<file path="src/rtl/led_disp_pkg.sv">
// Shared types and helpers for the LED level display block.
// Latency: n/a (types and constant functions only).
// Backpressure: n/a.
package led_disp_pkg;

    // Display modes as presented on the 2-bit mode input.
    typedef enum logic [1:0] {
        MODE_BAR = 2'd0,
        MODE_DOT = 2'd1,
        MODE_BIN = 2'd2,
        MODE_OFF = 2'd3
    } mode_t;

    // Controller states; IDLE is only ever seen straight out of reset.
    typedef enum logic [1:0] {
        ST_IDLE  = 2'd0,
        ST_HOLD  = 2'd1,
        ST_RAMP  = 2'd2,
        ST_ALARM = 2'd3
    } state_t;

    // Bits needed to hold a level in 0..n inclusive.
    function automatic int lvl_width(input int n);
        return $clog2(n + 1);
    endfunction

endpackage

</file>
<file path="src/rtl/led_tick_gen.sv">
// Free-running animation prescaler plus blink phase toggler.
// Latency: tick is a 1-cycle pulse while the count sits at PRESC_DIV-1; blink_phase is registered.
// Backpressure: none, runs continuously in every controller state.
module led_tick_gen #(
    parameter int PRESC_DIV   = 50000000,
    parameter int BLINK_TICKS = 1
) (
    input  logic clk,
    input  logic rst_n,
    output logic tick,
    output logic blink_phase
);

    // A divide-by-1 prescaler still needs a 1-bit counter that simply stays at 0.
    localparam int CNT_W = (PRESC_DIV   > 1) ? $clog2(PRESC_DIV)   : 1;
    localparam int BLK_W = (BLINK_TICKS > 1) ? $clog2(BLINK_TICKS) : 1;

    localparam logic [CNT_W-1:0] CNT_LAST = CNT_W'(PRESC_DIV - 1);
    localparam logic [BLK_W-1:0] BLK_LAST = BLK_W'(BLINK_TICKS - 1);

    logic [CNT_W-1:0] cnt_q;
    logic [BLK_W-1:0] blk_cnt_q;
    logic             phase_q;

    assign tick        = (cnt_q == CNT_LAST);
    assign blink_phase = phase_q;

    // Prescaler: count 0..PRESC_DIV-1 and wrap on the tick cycle.
    always_ff @(posedge clk or negedge rst_n) begin
        if (!rst_n) begin
            cnt_q <= '0;
        end else if (tick) begin
            cnt_q <= '0;
        end else begin
            cnt_q <= cnt_q + 1'b1;
        end
    end

    // Blink divider: flip the phase after every BLINK_TICKS ticks.
    always_ff @(posedge clk or negedge rst_n) begin
        if (!rst_n) begin
            blk_cnt_q <= '0;
            phase_q   <= 1'b0;
        end else if (tick) begin
            if (blk_cnt_q == BLK_LAST) begin
                blk_cnt_q <= '0;
                phase_q   <= ~phase_q;
            end else begin
                blk_cnt_q <= blk_cnt_q + 1'b1;
            end
        end
    end

endmodule

</file>
<file path="src/rtl/led_level_display.sv">
// Shows a requested level on NUM_LEDS LEDs (bar/dot/binary/off), ramping one LED per tick, blinking on overflow.
// Latency: accepted value affects state/leds on the next edge; ramps advance one step per prescaler tick.
// Backpressure: in_ready is low only while ramping; values offered then are dropped, never queued.
module led_level_display
    import led_disp_pkg::*;
#(
    parameter int IN_W        = 5,
    parameter int NUM_LEDS    = 10,
    parameter int PRESC_DIV   = 50000000,
    parameter int BLINK_TICKS = 1
) (
    input  logic                clk,
    input  logic                rst_n,
    input  logic                in_valid,
    output logic                in_ready,
    input  logic [IN_W-1:0]     in_value,
    input  logic [1:0]          mode,
    output logic [NUM_LEDS-1:0] leds,
    output logic                busy,
    output logic                alarm
);

    localparam int LVL_W = lvl_width(NUM_LEDS);
    // Overflow compare is done at the wider of the input and level widths so neither side truncates.
    localparam int CMP_W = (IN_W > LVL_W) ? IN_W : LVL_W;

    localparam logic [LVL_W-1:0] FULL_LVL = LVL_W'(NUM_LEDS);
    localparam logic [CMP_W-1:0] LIMIT    = CMP_W'(NUM_LEDS);

    state_t                state_q;
    state_t                state_d;
    logic [LVL_W-1:0]      cur_q;
    logic [LVL_W-1:0]      cur_d;
    logic [LVL_W-1:0]      tgt_q;
    logic [LVL_W-1:0]      tgt_d;
    logic [LVL_W-1:0]      base_lvl;
    logic [LVL_W-1:0]      step_lvl;
    logic [CMP_W-1:0]      v_ext;
    logic [CMP_W-1:0]      base_ext;
    logic [NUM_LEDS-1:0]   leds_q;
    logic [NUM_LEDS-1:0]   leds_d;
    logic                  tick;
    logic                  blink_phase;
    logic                  accept;
    mode_t                 mode_sel;
    int                    cur_i;

    led_tick_gen #(
        .PRESC_DIV   (PRESC_DIV),
        .BLINK_TICKS (BLINK_TICKS)
    ) u_tick_gen (
        .clk         (clk),
        .rst_n       (rst_n),
        .tick        (tick),
        .blink_phase (blink_phase)
    );

    // Status outputs follow the registered state directly.
    assign in_ready = (state_q != ST_RAMP);
    assign busy     = (state_q == ST_RAMP);
    assign alarm    = (state_q == ST_ALARM);
    assign accept   = in_valid && in_ready;
    assign v_ext    = CMP_W'(in_value);
    assign mode_sel = mode_t'(mode);
    assign leds     = leds_q;

    // Next-state logic: accept decisions in IDLE/HOLD/ALARM, tick-driven stepping in RAMP.
    always_comb begin
        state_d  = state_q;
        cur_d    = cur_q;
        tgt_d    = tgt_q;
        // Leaving ALARM starts from a full display; cur_q already holds that, but keep it explicit.
        base_lvl = (state_q == ST_ALARM) ? FULL_LVL : cur_q;
        base_ext = CMP_W'(base_lvl);
        step_lvl = (cur_q < tgt_q) ? (cur_q + 1'b1) : (cur_q - 1'b1);

        case (state_q)
            ST_RAMP: begin
                // The accept edge happens in HOLD/IDLE/ALARM, so a tick on that edge never steps.
                if (tick) begin
                    cur_d = step_lvl;
                    if (step_lvl == tgt_q) begin
                        state_d = ST_HOLD;
                    end
                end
            end
            default: begin
                if (accept) begin
                    if (v_ext > LIMIT) begin
                        state_d = ST_ALARM;
                        cur_d   = FULL_LVL;
                    end else if (v_ext == base_ext) begin
                        state_d = ST_HOLD;
                        cur_d   = base_lvl;
                    end else begin
                        state_d = ST_RAMP;
                        cur_d   = base_lvl;
                        tgt_d   = LVL_W'(v_ext);
                    end
                end
            end
        endcase
    end

    // LED pattern for the values that will be registered on this edge.
    always_comb begin
        leds_d = '0;
        cur_i  = int'(cur_d);
        if (mode_sel != MODE_OFF) begin
            if (state_d == ST_ALARM) begin
                // Uses the phase as it stands before this edge, so the blink lags the divider by one cycle.
                leds_d = {NUM_LEDS{blink_phase}};
            end else begin
                case (mode_sel)
                    MODE_BAR: begin
                        for (int i = 0; i < NUM_LEDS; i++) begin
                            leds_d[i] = (i < cur_i);
                        end
                    end
                    MODE_DOT: begin
                        for (int i = 0; i < NUM_LEDS; i++) begin
                            leds_d[i] = ((i + 1) == cur_i);
                        end
                    end
                    MODE_BIN: begin
                        leds_d = NUM_LEDS'(cur_d);
                    end
                    default: begin
                        leds_d = '0;
                    end
                endcase
            end
        end
    end

    // State, level and target registers.
    always_ff @(posedge clk or negedge rst_n) begin
        if (!rst_n) begin
            state_q <= ST_IDLE;
            cur_q   <= '0;
            tgt_q   <= '0;
        end else begin
            state_q <= state_d;
            cur_q   <= cur_d;
            tgt_q   <= tgt_d;
        end
    end

    // Registered LED drive, updated on the same edge as the level and state.
    always_ff @(posedge clk or negedge rst_n) begin
        if (!rst_n) begin
            leds_q <= '0;
        end else begin
            leds_q <= leds_d;
        end
    end

endmodule

</file>
<file path="config.mk">
export PLATFORM = sky130hd
export DESIGN_NAME = led_level_display
export DESIGN_NICKNAME = d
export VERILOG_FILES = /design/src/rtl/led_disp_pkg.sv /design/src/rtl/led_tick_gen.sv /design/src/rtl/led_level_display.sv
export SDC_FILE = /design/constraint.sdc
export NUM_CORES = 1
export LEC_CHECK = 0
export ABC_AREA = 1
export BUFFER_PORTS_ARGS = -buffer_cell sky130_fd_sc_hd__buf_2
export CAP_MARGIN = 10
export CORE_ASPECT_RATIO = 0.5
export CORE_MARGIN = 8
export CORE_UTILIZATION = 35
export CTS_CLUSTER_DIAMETER = 50
export DETAILED_ROUTE_END_ITERATION = 7
export SLEW_MARGIN = 5
export SYNTH_ARGS = -nofsm -noshare
export SYNTH_HDL_FRONTEND = slang
export SYNTH_SLANG_ARGS = --single-unit
</file>
<file path="constraint.sdc">
create_clock -name clk -period 3.6 [get_ports clk]
set_input_delay 0.36 -clock clk [delete_from_list [all_inputs] [get_ports clk]]
set_output_delay 0.36 -clock clk [all_outputs]
set_load 0.02 [all_outputs]
</file>
==> results by group, run 1 <==
Cells and area
  – P&R area growth vs syn: 12.37%
  – Multi-input gate area: 1778 um^2
  – Layout cells sized above 1: 0.1949
  – Final Instance Area: 3650 um^2
  – Fin nets: 489
  – Ant. Diodes: 0
  – Reg area: 1176 um^2
  – Fill cells: 916

Global routing
  – Initial antenna violation count: 0
  – Tot GR Track Use: 0.1172
  – Gr ovfl total: 0
  – Largest net degree at the start of global routing: 27
  – First-pass GRT wire length: 12,560 um
  – Vias in the first global route: 2,644

Worst setup path
  – Worst Setup Start Kind: flop
  – Critical-path cell list: ha_1 > a21o_1 > a21oi_2 > inv_1 > ha_1 > a21oi_1 > nand2_1 > nand2_1 > nand2_1 > nand2_1 > nand2_1 > nand2_2 > nand3_4 > nor3_1 > nor2_1 > nor2_2
  – Setup slack, reg-to-reg: 0.70 ns
  – R2r worst-path depth: 16
  – Crit Path Class: reg2reg
  – CP Max Fanout: 9
  – CP Capture Type: flop
  – Worst reg2reg endpoint: leds[6]$_DFF_PN0_
  – WP data required: 3.83 ns
  – Critical Path Start: cur_q[3]$_DFF_PN0_
  – CP max-delay cell: dfrtp_1
  – CP most frequent cell: nand2_1
  – Worst path max stage delay: 0.43 ns
  – Start of the worst register-to-register path: cur_q[3]$_DFF_PN0_
  – WP data arrival: 3.13 ns

Clock network
  – CTS root buf: clkbuf_16
  – Setup Buffers After CTS: 0
  – Clock Path Buffers: 2
  – Post-cts repair resize count: 0
  – Htree depth: 2
  – Worst-path clk slew: 0.06 ns
  – Clock Sinks: 47
  – Clock Latency Late Sink: 0.29 ns
  – Number of buffers created by CTS: 5
  – CTS Hold Bufs: 0
  – CTS tree: built

Drt
  – Avg WL per Cell: 11.91 um
  – Vias per cell: 4.601
  – DRC violations left: 0
  – Via Count: 2,710
  – First-pass detailed-route iteration total: 5
  – Remaining antenna violation count: 0
  – DR iter-0 viols: 225
  – WL final: 7014 um

STA
  – Fmax: 0.3445 GHz
  – Setup total negative slack: 0 ns
  – Fin. Hold Viols: 0
  – Worst-Margin Slew: 0.6557 ns
  – RSZ-0062 raised after global routing: false
  – Clk_skew: 0.003652 ns
  – Final Critical Period: 2.903 ns
  – Setup violators final: 0
  – Tcrit/Tclk final: 0.8063
  – Relative slew slack: 0.5629
  – Final Max Slew Viols: 0

Synthesis
  – Ys flop type: dfrtp_1
  – Synth Cell Area: 3248 um^2
  – Number of synthesized flops with an enable pin: 0
  – Syn avg cell area: 7.365 um^2
  – YS warnings: 0
  – Cell accounting for the most synthesized area: dfrtp_1
  – Sequential cell area fraction in the yosys report: 0.3621
  – Seq cells post-synth: 47
  – FFs w/ async S/R, synth: 1.000
  – Synth unique cells: 37
  – Instance count of the mapped netlist: 441
  – Synth area leaders: dfrtp_1, nand2_1, inv_1
  – Share of the synthesized area in the top cell type: 0.3621
  – Syn Nets: 459

Floorplanning
  – Die Ht: 84.12 um
  – Initial Util: 0.3667
  – Core area: 8859 um^2
  – Top-level I/O count: 23
  – Die area: 12,810 um^2
  – # rows: 24
  – Die width: 152.2 um

Worst hold path
  – Class of the worst hold path: in2async

Placement
  – Port buffer count: 22
  – DP HPWL: 5594 um
  – Placed Instance Area: 3512 um^2
  – Final GP Congestion: 0.8771

Pwr
  – Power per standard cell area: 381.0 nW/um^2
  – Peak VDD IR: 0.0001753 V
  – P_leak: 1.815 nW

Run status
  – Status: complete, no violations

Job
  – Max cap viols: 0
## final cells by class
type,count,share of cell area
timing repair buffer,23,0.03222
sequential,47,0.3222
inverter,77,0.08056
tap,117,0.04011
clock inverter,1,0.001371
clock buffer,7,0.03634
multi-input combinational,317,0.4871
## routing by layer
metal / up-vias / share of wire / track usage
li1: 1444 / - / -
met3: 9 / 0.034 / 0.02221
met2: 35 / 0.43 / 0.1859
met4: 0 / 0.013 / 0.03780
met5: - / 0 / 0
met1: 1222 / 0.52 / 0.1581
## sequential cells by signal, indices dropped and copies added (netlist names)
| name | count |
|---|---|
| leds | 10 |
| u_tick_gen.blink_phase | 1 |
| state_q | 2 |
| cur_q | 4 |
| u_tick_gen.cnt_q | 26 |
| tgt_q | 4 |
## metrics by stage
stage | setup WS (ns) | hold slack [ns] | instances | utilization | power (mW)
3_3_place_gp | 0.7706 | 0.4251 | 581 | 0.3965 | 0.9571
3_5_place_dp | 0.7421 | 0.4272 | 581 | 0.3965 | 0.9597
2_1_floorplan | 1.034 | 0.06441 | 441 | - | 0.8614
5_1_grt | 0.4420 | 0.1389 | 589 | 0.4120 | 1.475
6_report | 0.6973 | 0.09711 | 589 | 0.4120 | 1.391
4_1_cts | 0.7023 | 0.1139 | 589 | 0.4120 | 1.413
## logic make-up after synthesis
group | Yosys count | share of synthesized area
compound gates | 38 | 0.07474
xor+xnor | 9 | 0.02427
fa+ha+maj | 8 | 0.03313
buf+inv | 77 | 0.09052
flops | 47 | 0.3621
simple gates | 262 | 0.4153
## Yosys cell counts, types with 3 or more instances
cell type  instances
nand2_1          100
inv_1             66
nor2_1            64
dfrtp_1           47
nand3_1           27
a21oi_1           15
nand2_2           15
nor3_1            12
nor2_4            10
o21ai_0           10
inv_2              9
ha_1               7
nand4_1            7
nor2_2             7
xor2_1             7
nand3_2            5
nand3_4            4
nand2_4            3
## worst max-delay path by stage
stage	endpoint	slack (ns)
6_report	leds[6]$_DFF_PN0_	0.70
5_1_grt	leds[1]$_DFF_PN0_	0.44
4_1_cts	leds[6]$_DFF_PN0_	0.70
3_5_place_dp	leds[6]$_DFF_PN0_	0.74
3_3_place_gp	leds[3]$_DFF_PN0_	0.77
2_1_floorplan	leds[6]$_DFF_PN0_	1.03
## layout by cell type, fill, tap and decap left out, types with 2 or more instances in the layout
master,Yosys,routed
o21ai_1,2,2
dfrtp_1,47,47
nand2_1,100,100
buf_2,0,22
nand4_1,7,7
a21oi_1,15,15
nor2_2,7,7
clkbuf_1,0,2
a21oi_2,2,2
nand2_2,15,15
nand4_2,2,2
nor3_1,12,12
xnor2_1,2,2
nand2_4,3,3
ha_1,7,7
nand3_1,27,27
o21ai_0,10,10
inv_2,9,9
nand3_4,4,4
nor4_1,2,2
inv_1,66,66
nand3_2,5,5
nor2_1,64,64
clkbuf_16,0,5
nor2_8,2,2
xor2_1,7,7
a211oi_1,2,2
nor2_4,10,10
## critical path, delay by kind of cell, from the launching register on
| kind | cells | cell delay (ns) |
|---|---|---|
| buf+inv | 1 | 0.10 |
| fa+ha+maj | 2 | 0.66 |
| compound gates | 3 | 0.54 |
| flops | 1 | 0.43 |
| simple gates | 10 | 1.13 |
## power breakdown
group,leakage (nW),switching (mW),internal [mW]
Combinational,1.14,0.237,0.126
Sequential,0.610,0.0202,0.563
Clock,0.0679,0.188,0.257
(Power assumes the default switching activity.)
==> inputs of run 2 (changes only) <==
clock period = 2.4 ns   (was 3.6 ns; I/O delays follow)
==> results by group, run 2 (synthesized netlist as in run 1, its figures left out) <==
Run status
  – Status: finished, violations left
  – Violated checks: negative setup slack

Pwr
  – Sequential share of power: 0.366
  – Internal power: 1.638 mW
  – Peak VDD IR: 0.0002560 V
  – Clk pwr share: 0.344
  – Comb power frac: 0.290
  – Overall Power: 2.379 mW
  – P_leak: 1.955 nW
  – Sw Share: 0.3115
  – Power per standard cell area: 600.6 nW/um^2
  – Sw Pwr: 0.7413 mW

Floorplanning
  – Core area: 8859 um^2
  – Die area: 12,810 um^2
  – Die Ht: 84.12 um
  – # rows: 24
  – Initial Util: 0.3667
  – Die width: 152.2 um
  – Top-level I/O count: 23

Worst setup path
  – Critical Path Start: tgt_q[3]$_DFFE_PN0P_
  – Worst reg2reg endpoint: leds[6]$_DFF_PN0_
  – CP Capture Type: flop
  – Start of the worst register-to-register path: tgt_q[3]$_DFFE_PN0P_
  – WP data required: 2.58 ns
  – Crit Path Class: reg2reg
  – CP Max Fanout: 7
  – Worst Setup Start Kind: flop
  – WP data arrival: 2.84 ns
  – R2r worst-path depth: 14
  – Setup slack, reg-to-reg: -0.27 ns

STA
  – Clk_skew: 0.006990 ns
  – Final Max Slew Viols: 0
  – Tcrit/Tclk final: 1.111
  – Final Critical Period: 2.667 ns
  – Worst-Margin Slew: 0.7587 ns
  – Fmax: 0.3749 GHz
  – Fin. Hold Viols: 0
  – Final WS setup: -0.2672 ns
  – RSZ-0062 raised after global routing: true
  – Setup violators final: 12
  – Relative slew slack: 0.4942

Drt
  – First-pass detailed-route iteration total: 5
  – DRC violations left: 0
  – Avg WL per Cell: 12.81 um
  – DR iter-0 viols: 238
  – Vias per cell: 4.718
  – Remaining antenna violation count: 0
  – Via Count: 2,873
  – WL final: 7802 um

Global routing
  – Gr ovfl total: 0
  – Vias in the first global route: 2,894
  – Largest net degree at the start of global routing: 32
  – Tot GR Track Use: 0.1287
  – First-pass GRT wire length: 13,850 um
  – Initial antenna violation count: 0

Clock network
  – CTS root buf: clkbuf_16
  – Number of buffers created by CTS: 5
  – Clock Path Buffers: 2
  – CTS Hold Bufs: 0
  – Worst-path clk slew: 0.06 ns
  – Clock Latency Late Sink: 0.29 ns
  – Htree depth: 2
  – Clock Sinks: 47
  – CTS tree: built

Cells and area
  – Multi-input gate area: 1906 um^2
  – Fill cells: 880
  – Flip-flop count of the largest register after layout: 26
  – Largest Register: u_tick_gen.cnt_q
  – Fin nets: 509
  – P&R area growth vs syn: 21.96%
  – Ant. Diodes: 0
  – Reg area: 1177 um^2
  – Most frequent cells in the layout: nand2_1, inv_1, nor2_1
  – Commonest non-fill, non-tap cell in the layout: nand2_1
  – Layout cells sized above 1: 0.2703
  – Finished Layout Cells: 609

Placement
  – Post-Place Cells: 596
  – DP HPWL: 5852 um
  – Port buffer count: 22
  – Final GP Congestion: 0.8707

Worst hold path
  – Class of the worst hold path: in2async

Job
  – Max cap viols: 0
==> run 2: worst max-delay path, cell delays in order (launching register included) <==
cell and delay, ns:
dfrtp_1 0.38, inv_2 0.08, ha_4 0.20, a21o_1 0.18, a21oi_4 0.16, fa_1 0.46, xnor2_1 0.14, nor2_1 0.13
nand3_1 0.08, nor2_1 0.13, nand3_2 0.17, nand3_4 0.18, nand2_4 0.09, nor2_2 0.10, nor2_2 0.05
==> run 2: power by group through the flow <==
stage	clock, mW	sequential, mW	combinational [mW]
after floorplan	0	0.925	0.386
after global placement	0	0.884	0.618
after detailed placement	0	0.884	0.622
after CTS	0.837	0.870	0.646
after global routing	0.877	0.877	0.768
final	0.819	0.870	0.690
==> run 2: repair_timing <==
item,4_1_cts,5_1_grt
gates cloned,1,0
gates resized for setup,6,16
setup endpoints to repair,12,13
buffers inserted,2,3
pin swaps,7,15
==> run 2: worst max-delay path by stage <==
stage                              endpoint  slack (ns)  depth (start not counted)
after global routing      leds[9]$_DFF_PN0_       -0.42                         14
final                     leds[6]$_DFF_PN0_       -0.27                         14
after CTS                 leds[3]$_DFF_PN0_       -0.20                         13
after floorplan           leds[1]$_DFF_PN0_       -0.05                         13
after detailed placement  leds[9]$_DFF_PN0_       -0.29                         20
after global placement    leds[9]$_DFF_PN0_       -0.28                         20
==> run 2: layout make-up <==
cell class,count,share of cell area
multi-input cells,318,0.4810
clock inverters,2,0.008844
inverters,77,0.07423
clock buffers,6,0.03506
well taps,117,0.03696
flip-flops and latches,47,0.2972
repair buffers,42,0.06665
==> run 2: stage by stage <==
stage	setup TNS [ns]	util	hold WS (ns)	setup WS (ns)	cell area (um^2)
floorplan	-0.3605	-	-0.05559	-0.05190	3279
global placement	-2.082	0.4127	0.3499	-0.2776	3656
detailed placement	-2.298	0.4127	0.3533	-0.2931	3656
CTS	-2.083	0.4384	0.04462	-0.2039	3884
global route	-4.643	0.4472	0.06255	-0.4220	3961
finish	-2.737	0.4472	0.006848	-0.2672	3961
==> run 2: layer usage <==
layer  routed length [um]  up-vias  track usage
li1                     -     1491            -
met1                 3765     1312       0.1662
met2                 3601       56       0.2143
met3                  306       14      0.02169
met4                  127        0      0.04500
met5                    0        -            0
